### src/rtl/router_fifo.sv
// Single-clock FIFO responder for the router fifo_if protocol: occupancy,
// programmable almost-full/almost-empty thresholds and sticky error flags.
module router_fifo #(
  parameter int DATA_WIDTH = 8,
  parameter int ADDR_WIDTH = 4,
  parameter int AF_LEVEL   = 14,
  parameter int AE_LEVEL   = 2
) (
  input  logic                  clk,
  input  logic                  rst,
  input  logic                  wr,
  input  logic [DATA_WIDTH-1:0] data,
  input  logic                  rd,
  input  logic                  clr_err,
  output logic [DATA_WIDTH-1:0] q,
  output logic                  full,
  output logic                  mty,
  output logic [ADDR_WIDTH:0]   level,
  output logic                  almost_full,
  output logic                  almost_empty,
  output logic                  ovf,
  output logic                  udf
);

  localparam int DEPTH = 2 ** ADDR_WIDTH;
  localparam logic [ADDR_WIDTH:0] AF_THR = (ADDR_WIDTH + 1)'(AF_LEVEL);
  localparam logic [ADDR_WIDTH:0] AE_THR = (ADDR_WIDTH + 1)'(AE_LEVEL);

  logic [DATA_WIDTH-1:0] mem [DEPTH];
  logic [ADDR_WIDTH:0]   wptr;
  logic [ADDR_WIDTH:0]   rptr;
  logic                  rd_ok;
  logic                  wr_ok;

  // Status comes from registered pointers only; the extra MSB separates full from empty.
  always_comb begin
    level        = wptr - rptr;
    mty          = (wptr == rptr);
    full         = (wptr[ADDR_WIDTH-1:0] == rptr[ADDR_WIDTH-1:0]) &&
                   (wptr[ADDR_WIDTH] != rptr[ADDR_WIDTH]);
    almost_full  = (level >= AF_THR);
    almost_empty = (level <= AE_THR);
    rd_ok        = rd & ~mty;
    wr_ok        = wr & (~full | rd_ok);
  end

  always_ff @(posedge clk) begin
    if (wr_ok) mem[wptr[ADDR_WIDTH-1:0]] <= data;
  end

  always_ff @(posedge clk or posedge rst) begin
    if (rst) begin
      wptr <= '0;
      rptr <= '0;
      q    <= '0;
    end else begin
      if (wr_ok) wptr <= wptr + 1'b1;
      if (rd_ok) begin
        q    <= mem[rptr[ADDR_WIDTH-1:0]];
        rptr <= rptr + 1'b1;
      end
    end
  end

  // A new error in the same cycle as clr_err keeps the flag set.
  always_ff @(posedge clk or posedge rst) begin
    if (rst) begin
      ovf <= 1'b0;
      udf <= 1'b0;
    end else begin
      if (wr & full & ~rd_ok) ovf <= 1'b1;
      else if (clr_err)       ovf <= 1'b0;
      if (rd & mty)           udf <= 1'b1;
      else if (clr_err)       udf <= 1'b0;
    end
  end

endmodule
### config.mk
export PLATFORM = sky130hd
export DESIGN_NAME = router_fifo
export DESIGN_NICKNAME = d
export VERILOG_FILES = /design/src/rtl/router_fifo.sv
export SDC_FILE = /design/constraint.sdc
export NUM_CORES = 1
export LEC_CHECK = 0
export BUFFER_PORTS_ARGS = -buffer_cell sky130_fd_sc_hd__buf_2
export CAP_MARGIN = 15
export CORE_UTILIZATION = 43
export CTS_CLUSTER_SIZE = 14
export DETAILED_ROUTE_END_ITERATION = 10
export PLACE_DENSITY = 0.69
export SYNTH_ARGS = -nofsm -noshare
export SYNTH_HDL_FRONTEND = slang
export SYNTH_SLANG_ARGS = --single-unit
### constraint.sdc
create_clock -name clk -period 5 [get_ports clk]
set_clock_uncertainty 0.05 [all_clocks]
set_input_delay 0.25 -clock clk [delete_from_list [all_inputs] [get_ports clk]]
set_output_delay 0.25 -clock clk [all_outputs]
set_load 0.01 [all_outputs]
After elaboration in Yosys (flattened, before gate mapping)
Memory sizes are Yosys's and may differ from the RTL's. A register that Yosys moved wholly into a read port is not among the register bits.
Index checks and enable logic that the tools add are counted.
{"block": "op_classes", "eq_ne": 3, "addsub": 3, "bitwise_logic": 9, "magnitude_cmp": 2, "muxes": 5, "n_reduce_logical": 3}
{"op": "$add A5 B1 Y5 const B", "count": 2}
{"op": "$and A1 B1 Y1", "count": 5}
{"op": "$eq A5 B5 Y1", "count": 1}
{"op": "$ge A5 B4 Y1 const B", "count": 1}
{"op": "$le A5 B2 Y1 const B", "count": 1}
{"op": "$mux W1", "count": 5}
{"op": "$sub A5 B5 Y5", "count": 1}
{"op": "$eq A4 B4 Y1", "count": 1}
{"op": "$reduce_bool A2 Y1", "count": 2}
{"op": "$not A1 Y1", "count": 3}
{"op": "$logic_and A1 B1 Y1", "count": 1}
{"op": "$ne A1 B1 Y1", "count": 1}
{"op": "$or A1 B1 Y1", "count": 1}
{"block": "word_totals", "output_inout_bits": 19, "regBits": 12, "word_cells": 30, "ramBits": 128, "inputBits": 13, "memories": 1}
{"name": "mem", "words": 16, "word_bits": 8, "rd": 1, "rd_ports_with_merged_regs": 1, "write_ports": 1, "line": "29", "text": "logic [DATA_WIDTH-1:0] mem [DEPTH];"}

Logic depth before layout (Yosys ltp)
{"block": "logic_depth", "word_depth": 7, "mapped_depth": 10, "depth_no_buf": 8}

Worst setup path before layout
No wires, ideal clock.
{"block": "synth_timing", "kind": "register to output", "start": "reg rptr[1]", "end": "out almost_empty", "path_stages_with_launch": 10, "t_arrival_ns": 2.245, "n_path_buf": 3, "required_ns": 4.700, "path_slack_ns": 2.455, "cell_sequence": "dfrtp_1 > buf_4 > buf_6 > buf_6 > inv_1 > fa_1 > a21o_1 > a21oi_1 > xnor2_1 > a211oi_1"}
{"block": "synth_between", "elab_chain_len": 2}
{"item": "start: declaration", "line": "31", "text": "logic [ADDR_WIDTH:0] rptr;"}
{"item": "start signal: assignment", "line": "60", "text": "rptr <= rptr + 1'b1;"}
{"item": "$sub A5 B5 Y5", "line": "37", "text": "level = wptr - rptr;"}
{"item": "via level[4]", "line": "18", "text": "output logic [ADDR_WIDTH:0] level,"}
{"item": "$le A5 B2 Y1", "line": "42", "text": "almost_empty = (level <= AE_THR);"}
{"item": "end: declaration", "line": "20", "text": "output logic almost_empty,"}
The timed path passes the listed nets, and every way through them passes these cells.

Worst setup path after layout
{"block": "layout_timing", "start": "reg rptr[1]", "end": "out almost_empty"}
{"block": "layout_between", "elab_chain_len": 2}
{"item": "$sub A5 B5 Y5", "line": "37"}
{"item": "$le A5 B2 Y1", "line": "42"}
Every way passes these cells.

==> results.cfg <==
[run_status]
status = completed

[cells_and_area]
area_delta_synth_final_pct = 14.5
layout.cells.most_common_list = edfxtp_1 (128), mux2i_1 (48), buf_2 (31), dfrtp_1 (20), nor2_1 (19)
fin_nets = 423
seqCellArea_mm2 = 0.00434
multi_input_area_mm2 = 0.00158
n_antenna_cell = 0
fin_cells = 593
fill_cells = 1106
final_common_cell = edfxtp_1
drive_above_1_share = 0.177

[sta]
hold_violations = 0
holdWs_ns = 0.0672
tns_ns = 0
worst_pin_slew_ns = 0.849
slew_headroom = 0.432
rsz0062_at_grt = false
min_period_ns = 3.07
fmax_mhz = 325
setup_viol = 0
timing.final.crit_share = 0.615
final_max_slew_viol_count = 0

[cts]
clk_latency_ns = 0.42
cts_setup_buffers = 0
cts-buffers-inserted = 17
cts.path.max_buffers = 2
path_clk_slew_ns = 0.07
cts_root_buf = clkbuf_16
htree_levels = 4
clock_sinks = 148
cts_tree = done

[power_and_ir_drop]
total_power_mw = 4.27
ir_drop_uv = 404
power-per-cell-area_mw_per_mm2 = 616
p_leak_nw = 2.49

[detailed_routing]
route.detailed.wl_per_inst_um = 21.5
ant_nets = 0
drc = 0
drt_first_pass_iters = 4
wirelength_um = 12700
drt_iter0_markers = 289
num_vias = 3255
vias_per_cell = 5.49

[synth]
synth-seq-area-share = 0.717
async_flop_share = 0.135
synthDominantCellAreaShare = 0.634
synth_cells = 363
syn_area_mm2 = 0.00606
ys_types = 41
synth_seq_cells = 148
synth.top_cells.by_area = edfxtp_1 (63%), dfrtp_1 (8.3%), mux2i_1 (7.9%)
synth_edf_count = 128
syn_area_per_cell_um2 = 16.7
yosysWarnings = 0
synth_nets = 386
synth-main-ff-cell = edfxtp_1
synth_top_area_cell = edfxtp_1

[floorplanning]
die_w_um = 121
ios = 32
row_count = 43
core_mm2 = 0.0138
start_util = 0.438
die_area_mm2 = 0.0146
dieHeight_um = 121

[place]
place_congestion = 0.831
port_buffers = 31
placedCellCount = 560
dp_hpwl_um = 8320

[global_route]
grt_pass1_wl_um = 19500
grt.total_usage = 0.189
grt-ovfl-total = 0
grt_pass1_vias = 3246
grt_antenna_before_repair = 0
grt_max_degree = 33

[critical_path]
critPathLaunchType = register
required_ns = 4.70
worstSetupPathType = register to output pin
arrival_ns = 2.77
endpoint_kind = output pin
worst-path-max-fanout = 30

[min_path]
hp-class = primary input to register

[job]
maxCapViolCount = 0
[final timing paths]
path / from / depth (start not counted) / slack (ns) / endpoint
min reg2reg: ovf$_DFFE_PP0P_ / 1 / 0.46 / ovf$_DFFE_PP0P_
max in group asynchronous: rst / 3 / 3.92 / q[6]$_DFFE_PP0P_
min in group asynchronous: rst / 3 / 0.47 / wptr[0]$_DFFE_PP0P_
min: wr / 2 / 0.07 / ovf$_DFFE_PP0P_
max: rptr[1]$_DFFE_PP0P_ / 8 / 1.93 / almost_empty
max reg2reg: rptr[1]$_DFFE_PP0P_ / 7 / 2.03 / mem[7][3]$_DFFE_PP_
[critical path: stages, from the launching register on]
cell and delay [ns]:
dfrtp_1 0.33, buf_4 0.41, inv_1 0.18, ha_1 0.33, nor2b_1 0.14, o21a_1 0.18
or3_1 0.34, a211oi_1 0.26, buf_2 0.18
[synthesized netlist by cell type (all sizes together) (3+ instances only)]
library cell    n
a221oi          8
a31oi           8
nand3           3
mux4            8
mux2i          48
inv             9
and2           17
buf            14
ha              9
xor2            4
nand2           4
xnor2           8
nand4           3
nor2           19
clkbuf          3
dfrtp          20
o21ai          11
edfxtp        128
o22ai          16
[per-layer routing]
metal,wire (um),up-vias,GRT usage,part of all wire
met4,281,0,0.0856,0.022
li1,-,1494,-,-
met3,774,21,0.0458,0.061
met2,5870,130,0.281,0.46
met1,5800,1610,0.263,0.46
met5,0,-,0,0
[state kept, by name, indices dropped and copies added (netlist names)]
name / flops
ovf: 1
wptr: 5
udf: 1
q: 8
mem: 128
rptr: 5
[through the flow]
stage / worst slack (ns) / cell area, um^2 / utilization
2_1_floorplan: 2.46 / 6060 / -
3_3_place_gp: 2.16 / 6360 / 0.460
3_5_place_dp: 2.07 / 6360 / 0.460
4_1_cts: 1.90 / 6940 / 0.502
5_1_grt: 1.76 / 6940 / 0.502
6_report: 1.93 / 6940 / 0.502
[logic make-up (layout without fill, tap and decap cells)]
group,Yosys count,count (layout),share of synthesized area
DFF,148,148,0.717
AOI/OAI and AO/OA,54,54,0.0605
adders and majority gates,10,10,0.0219
xor gates and xnor gates,12,12,0.0186
muxes,56,56,0.109
and+or+nand+nor,57,57,0.0504
buffers and inverters,26,76,0.0225
[report_power, final]
part           internal [mW]  leakage [nW]  total, mW  switching (mW)
logic                  0.576         0.829       1.40           0.823
registers               1.53          1.39       1.66           0.129
clock network          0.729         0.265       1.22           0.487
[repair_timing]
action	4_1_cts	5_1_grt
endpoints found under the setup margin	0	0
hold buffers	1	0
gates resized for setup	0	0
endpoints found under the hold margin	20	0
[cell type report]
type | count | area share
sequential | 148 | 0.626
multi-input combinational | 189 | 0.227
clock buffer | 18 | 0.0619
tap | 180 | 0.0325
timing repair buffer | 35 | 0.0271
clock inverter | 14 | 0.0198
inverter | 9 | 0.00487
Note: power is estimated with default switching activity, not from simulation.
